## config.mk

```make
export PLATFORM = sky130hd
export DESIGN_NAME = seq_divider16
export DESIGN_NICKNAME = d
export VERILOG_FILES = /design/src/rtl/seq_divider16.sv
export SDC_FILE = /design/constraint.sdc
export NUM_CORES = 1
export LEC_CHECK = 0
export ABC_AREA = 0
export CORE_MARGIN = 4
export CORE_UTILIZATION = 54
export CTS_CLUSTER_SIZE = 8
export DETAILED_ROUTE_END_ITERATION = 16
export GPL_ROUTABILITY_DRIVEN = 0
export HOLD_SLACK_MARGIN = 0.08
export PLACE_DENSITY = 0.8
export SLEW_MARGIN = 20
export SYNTH_ARGS = -nofsm -noshare
export SYNTH_HDL_FRONTEND = slang
export SYNTH_SLANG_ARGS = --single-unit
```

## constraint.sdc

```tcl
create_clock -name clk -period 2.7 [get_ports clk]
set_input_delay 0.27 -clock clk [delete_from_list [all_inputs] [get_ports clk]]
set_output_delay 0.27 -clock clk [all_outputs]
set_load 0.02 [all_outputs]
```

## src/rtl/seq_divider16.sv

```systemverilog
// rtl/seq_divider16.sv - sequential restoring unsigned divider, one quotient bit per clock
//
// Ports:
//   clk          rising-edge clock
//   rst          synchronous reset, active-high
//   start        launch request, sampled only while idle
//   dividend     unsigned dividend, captured on the accepted start edge
//   divisor      unsigned divisor, captured on the accepted start edge
//   busy         high while a division is in flight
//   done         one-cycle pulse when quotient/remainder become valid
//   quotient     unsigned quotient (all ones on divide-by-zero)
//   remainder    unsigned remainder (dividend on divide-by-zero)
//   div_by_zero  set with done when the captured divisor was zero

module seq_divider16 #(
    parameter int WIDTH = 16
) (
    input  logic             clk,
    input  logic             rst,
    input  logic             start,
    input  logic [WIDTH-1:0] dividend,
    input  logic [WIDTH-1:0] divisor,
    output logic             busy,
    output logic             done,
    output logic [WIDTH-1:0] quotient,
    output logic [WIDTH-1:0] remainder,
    output logic             div_by_zero
);

    localparam int CW = $clog2(WIDTH);

    typedef enum logic [1:0] {
        S_IDLE   = 2'd0,
        S_CALC   = 2'd1,
        S_FINISH = 2'd2
    } state_t;

    state_t           r_state;
    logic [WIDTH-1:0] r_d;
    // Holds the dividend as it shifts out MSB-first while quotient bits shift in at the LSB.
    logic [WIDTH-1:0] r_q;
    // Partial remainder. It never exceeds the divisor, so WIDTH bits suffice to store it;
    // the extra bit needed for the trial subtraction lives only in the combinational path.
    logic [WIDTH-1:0] r_rem;
    logic [CW-1:0]    r_count;
    logic             r_zero;
    logic             r_busy;
    logic             r_done;
    logic [WIDTH-1:0] r_quotient;
    logic [WIDTH-1:0] r_remainder;
    logic             r_div_by_zero;

    logic [WIDTH:0]   w_shift;
    logic [WIDTH:0]   w_trial;
    logic             w_fits;

    // Bring the next dividend bit into the partial remainder and try subtracting the divisor.
    // A clear MSB on the (WIDTH+1)-bit difference means the divisor fit.
    assign w_shift = {r_rem, r_q[WIDTH-1]};
    assign w_trial = w_shift - {1'b0, r_d};
    assign w_fits  = ~w_trial[WIDTH];

    always_ff @(posedge clk) begin
        if (rst) begin
            r_state       <= S_IDLE;
            r_d           <= '0;
            r_q           <= '0;
            r_rem         <= '0;
            r_count       <= '0;
            r_zero        <= 1'b0;
            r_busy        <= 1'b0;
            r_done        <= 1'b0;
            r_quotient    <= '0;
            r_remainder   <= '0;
            r_div_by_zero <= 1'b0;
        end else begin
            r_done <= 1'b0;
            case (r_state)
                S_IDLE: begin
                    if (start) begin
                        r_busy <= 1'b1;
                        r_d    <= divisor;
                        r_q    <= dividend;
                        r_rem  <= '0;
                        if (divisor == '0) begin
                            // No iterations: go straight to reporting the zero-divisor result.
                            r_zero  <= 1'b1;
                            r_state <= S_FINISH;
                        end else begin
                            r_zero        <= 1'b0;
                            r_div_by_zero <= 1'b0;
                            r_count       <= CW'(WIDTH - 1);
                            r_state       <= S_CALC;
                        end
                    end
                end

                S_CALC: begin
                    if (w_fits) begin
                        r_rem <= w_trial[WIDTH-1:0];
                        r_q   <= {r_q[WIDTH-2:0], 1'b1};
                    end else begin
                        // Divisor did not fit: keep the shifted value (restore), whose top bit is 0.
                        r_rem <= w_shift[WIDTH-1:0];
                        r_q   <= {r_q[WIDTH-2:0], 1'b0};
                    end
                    if (r_count == '0) begin
                        r_state <= S_FINISH;
                    end else begin
                        r_count <= r_count - 1'b1;
                    end
                end

                S_FINISH: begin
                    if (r_zero) begin
                        r_quotient    <= '1;
                        r_remainder   <= r_q;
                        r_div_by_zero <= 1'b1;
                    end else begin
                        r_quotient    <= r_q;
                        r_remainder   <= r_rem;
                        r_div_by_zero <= 1'b0;
                    end
                    r_done  <= 1'b1;
                    r_busy  <= 1'b0;
                    r_state <= S_IDLE;
                end

                default: begin
                    r_busy  <= 1'b0;
                    r_state <= S_IDLE;
                end
            endcase
        end
    end

    assign busy        = r_busy;
    assign done        = r_done;
    assign quotient    = r_quotient;
    assign remainder   = r_remainder;
    assign div_by_zero = r_div_by_zero;

endmodule

```

==> results.yml <==
sta:
  rsz0062_at_grt: "yes"
  worstMarginPinSlew_ns: 0.750
  drv_slew: 0
  setup_slack_ns: 0.140
  fin_skew_ns: 0.0164
  fin_tns_setup_ns: 0
  finalCritPeriodShare_pct: 94.8
  fmax_mhz: 391
  finalSetupViolCount: 0
  post-route-min-period_ns: 2.56
  hold_viol: 0
  timing.slew.headroom_pct: 50.0
place:
  dp_slack_ns: 0.100
  place_inst: 692
  io_buffers: 69
  hpwl_um: 8310
  placed_area_um2: 5220
logic_synthesis:
  async_flop_share_pct: 0
  post_synth_num_cell_types: 51
  avgSynthCellArea_um2: 8.20
  synth-edff-count: 0
  synth_fp_nets: 599
  synthTopCellsByCount: "nand2_1 (94), dfxtp_1 (90), nor2_1 (56)"
  yosysTopAreaCell: "dfxtp_1"
  ys_ff_latch: 90
  synth_flop_cell: "dfxtp_1"
  synthCells: 546
  synth_area_um2: 4480
  synth-seq-area-share_pct: 40.3
  yosysWarnings: 0
  synth.top_cell.area_share_pct: 40.3
  synthTopCellsByArea: "dfxtp_1 (40%), nand2_1 (7.9%), mux2i_1 (5.6%)"
  yosys.cell_count.top_type: "nand2_1"
floorplan:
  die_y_um: 99.0
  die_area_um2: 9810
  fp.coreArea_um2: 7890
  io_pins: 70
  start_util_pct: 56.7
  die_x_um: 99.0
  fp-row-count: 32
clocking:
  clockBufferDepth: 2
  clk_pin_slew_worst_paths_ns: 0.10
  cts_num_sinks: 90
  clock-root-buffer: "clkbuf_8"
  insertion_delay_ns: 0.38
  htree_levels: 3
  numCtsBuffers: 9
  cts_tree: "done"
drt:
  wl_per_cell_um: 16.2
  drt_first_iter_violations: 254
  routed_wl_um: 11500
  drtPass1Iterations: 4
  ant_nets: 0
  drc: 0
  vias: 4078
  viasPerCell: 5.75
grt:
  grt_max_degree: 51
  grt_usage_pct: 22.7
  antenna_found_initial: 0
  grt_pass1_vias: 3734
  grt_pass1_wl_um: 18200
  grt.overflow.total: 0
pwr:
  power_density_nw_per_um2: 794
  ir_worst_vdd_uv: 438
  leakagePower_uw: 0.00197
finish:
  drive_gt1_share_pct: 8.07
  area_growth_pct: 22.6
  fin_nets: 655
  postLayoutCellArea_um2: 5490
  fin_util_pct: 69.6
  antenna_cells: 0
  layout.cells.non_filler: 709
critical_path:
  startpoint_type: "register"
  arrival_ns: 2.80
  path_max_fanout: 8
  critPathMaxStageDelay_ns: 0.39
  crit_type: "register to register"
  required_ns: 2.94
  crit_path_cell_trace: "inv_1, ha_1, a21oi_1, nand2_1, a221oi_4, o41ai_4, xor2_4, buf_6, mux2i_1, o21ai_0"
  slowest_stage: "ha_1"
  endpoint_kind: "register"
worst_hold_path:
  worst_hold_path_type: "primary input to register"
status:
  outcome: "completed"
job:
  cap_violations: 0
repair_timing:
action,CTS,global route
hold buffers,0,0
endpoints found under the hold margin,0,0
buffers inserted,0,1
endpoints found under the setup margin,0,15
gates resized for setup,0,17
path summary, 6_finish.rpt:
check          start         end  slack [ns]  cells past startpoint
min              rst  r_state[0]        0.41                      2
max reg2reg  r_d[14]    r_rem[5]        0.14                     10
max          r_d[14]    r_rem[5]        0.14                     10
min reg2reg  r_d[15]     r_d[15]        0.46                      2
per-stage QoR:
step	hold slack (ns)	power, uW
finish	0.412	4360
global route	0.419	4600
CTS	0.388	4260
detailed placement	0.450	3360
global placement	0.444	3300
floorplan	0.406	2920
worst max-delay path, delay by kind of cell (launching register included):
family / cells / cell delay [ns]
AND/OR/NAND/NOR: 1 / 0.13
flip-flops: 1 / 0.36
XOR/XNOR: 1 / 0.19
buffers and inverters: 2 / 0.23
adder cells (fa/ha/maj): 1 / 0.39
multiplexers: 1 / 0.20
AO/OA/AOI/OAI: 4 / 0.93
cells by family after synthesis:
family	after synthesis	share of synthesized area, %
buffers and inverters	57	5.31
AOI/OAI and AO/OA	117	18.0
muxes	25	5.59
adders and majority gates	18	5.20
xor gates and xnor gates	18	3.94
and+or+nand+nor	221	21.7
DFF	90	40.3
cell type report:
type                    count  area (um^2)
repair buffers             82          791
multi-input cells         399         2490
clock buffers               9          124
fillers                   607         2400
flip-flops and latches     90         1810
inverters                  20         77.6
well taps                 102          128
clock inverters             7         67.6
cells in the final DEF (no fill, tap or decap), drive strengths merged, types with 2 or more instances in the layout:
| cell | n |
|---|---|
| clkbuf | 9 |
| mux2i | 25 |
| a21oi | 39 |
| and3 | 2 |
| a221oi | 3 |
| a31oi | 3 |
| clkdlybuf4s50 | 68 |
| buf | 14 |
| a311oi | 15 |
| o211ai | 2 |
| nand2b | 4 |
| nand2 | 95 |
| clkinv | 2 |
| nor3 | 34 |
| xnor2 | 7 |
| nor2 | 56 |
| nand4 | 5 |
| xor2 | 11 |
| dfxtp | 90 |
| nor4 | 6 |
| a211oi | 19 |
| o31ai | 2 |
| a21o | 3 |
| ha | 17 |
| inv | 24 |
| and4 | 3 |
| o21ai | 19 |
| nor2b | 3 |
| nand3 | 8 |
| a32oi | 5 |
routing by layer:
metal / GRT usage (%) / routed length [um] / up-vias
met5: 0 / 0 / -
met3: 5.31 / 563 / 11
met1: 30.6 / 5240 / 1907
li1: - / - / 2040
met4: 4.94 / 120 / 0
met2: 37.3 / 5580 / 120
registers in the layout, indices dropped and copies added, names as in the netlist:
| signal | count |
|---|---|
| quotient | 16 |
| div_by_zero | 1 |
| r_d | 16 |
| done | 1 |
| r_state | 2 |
| r_q | 16 |
| r_rem | 16 |
| r_zero | 1 |
| r_count | 4 |
| remainder | 16 |
| busy | 1 |
power by group:
group | total, uW | internal, uW | switching (uW)
registers | 1620 | 1470 | 150
logic | 1840 | 839 | 997
clock network | 903 | 357 | 546
total | 4360 | 2660 | 1690
Power figures use the tool's default switching activity.
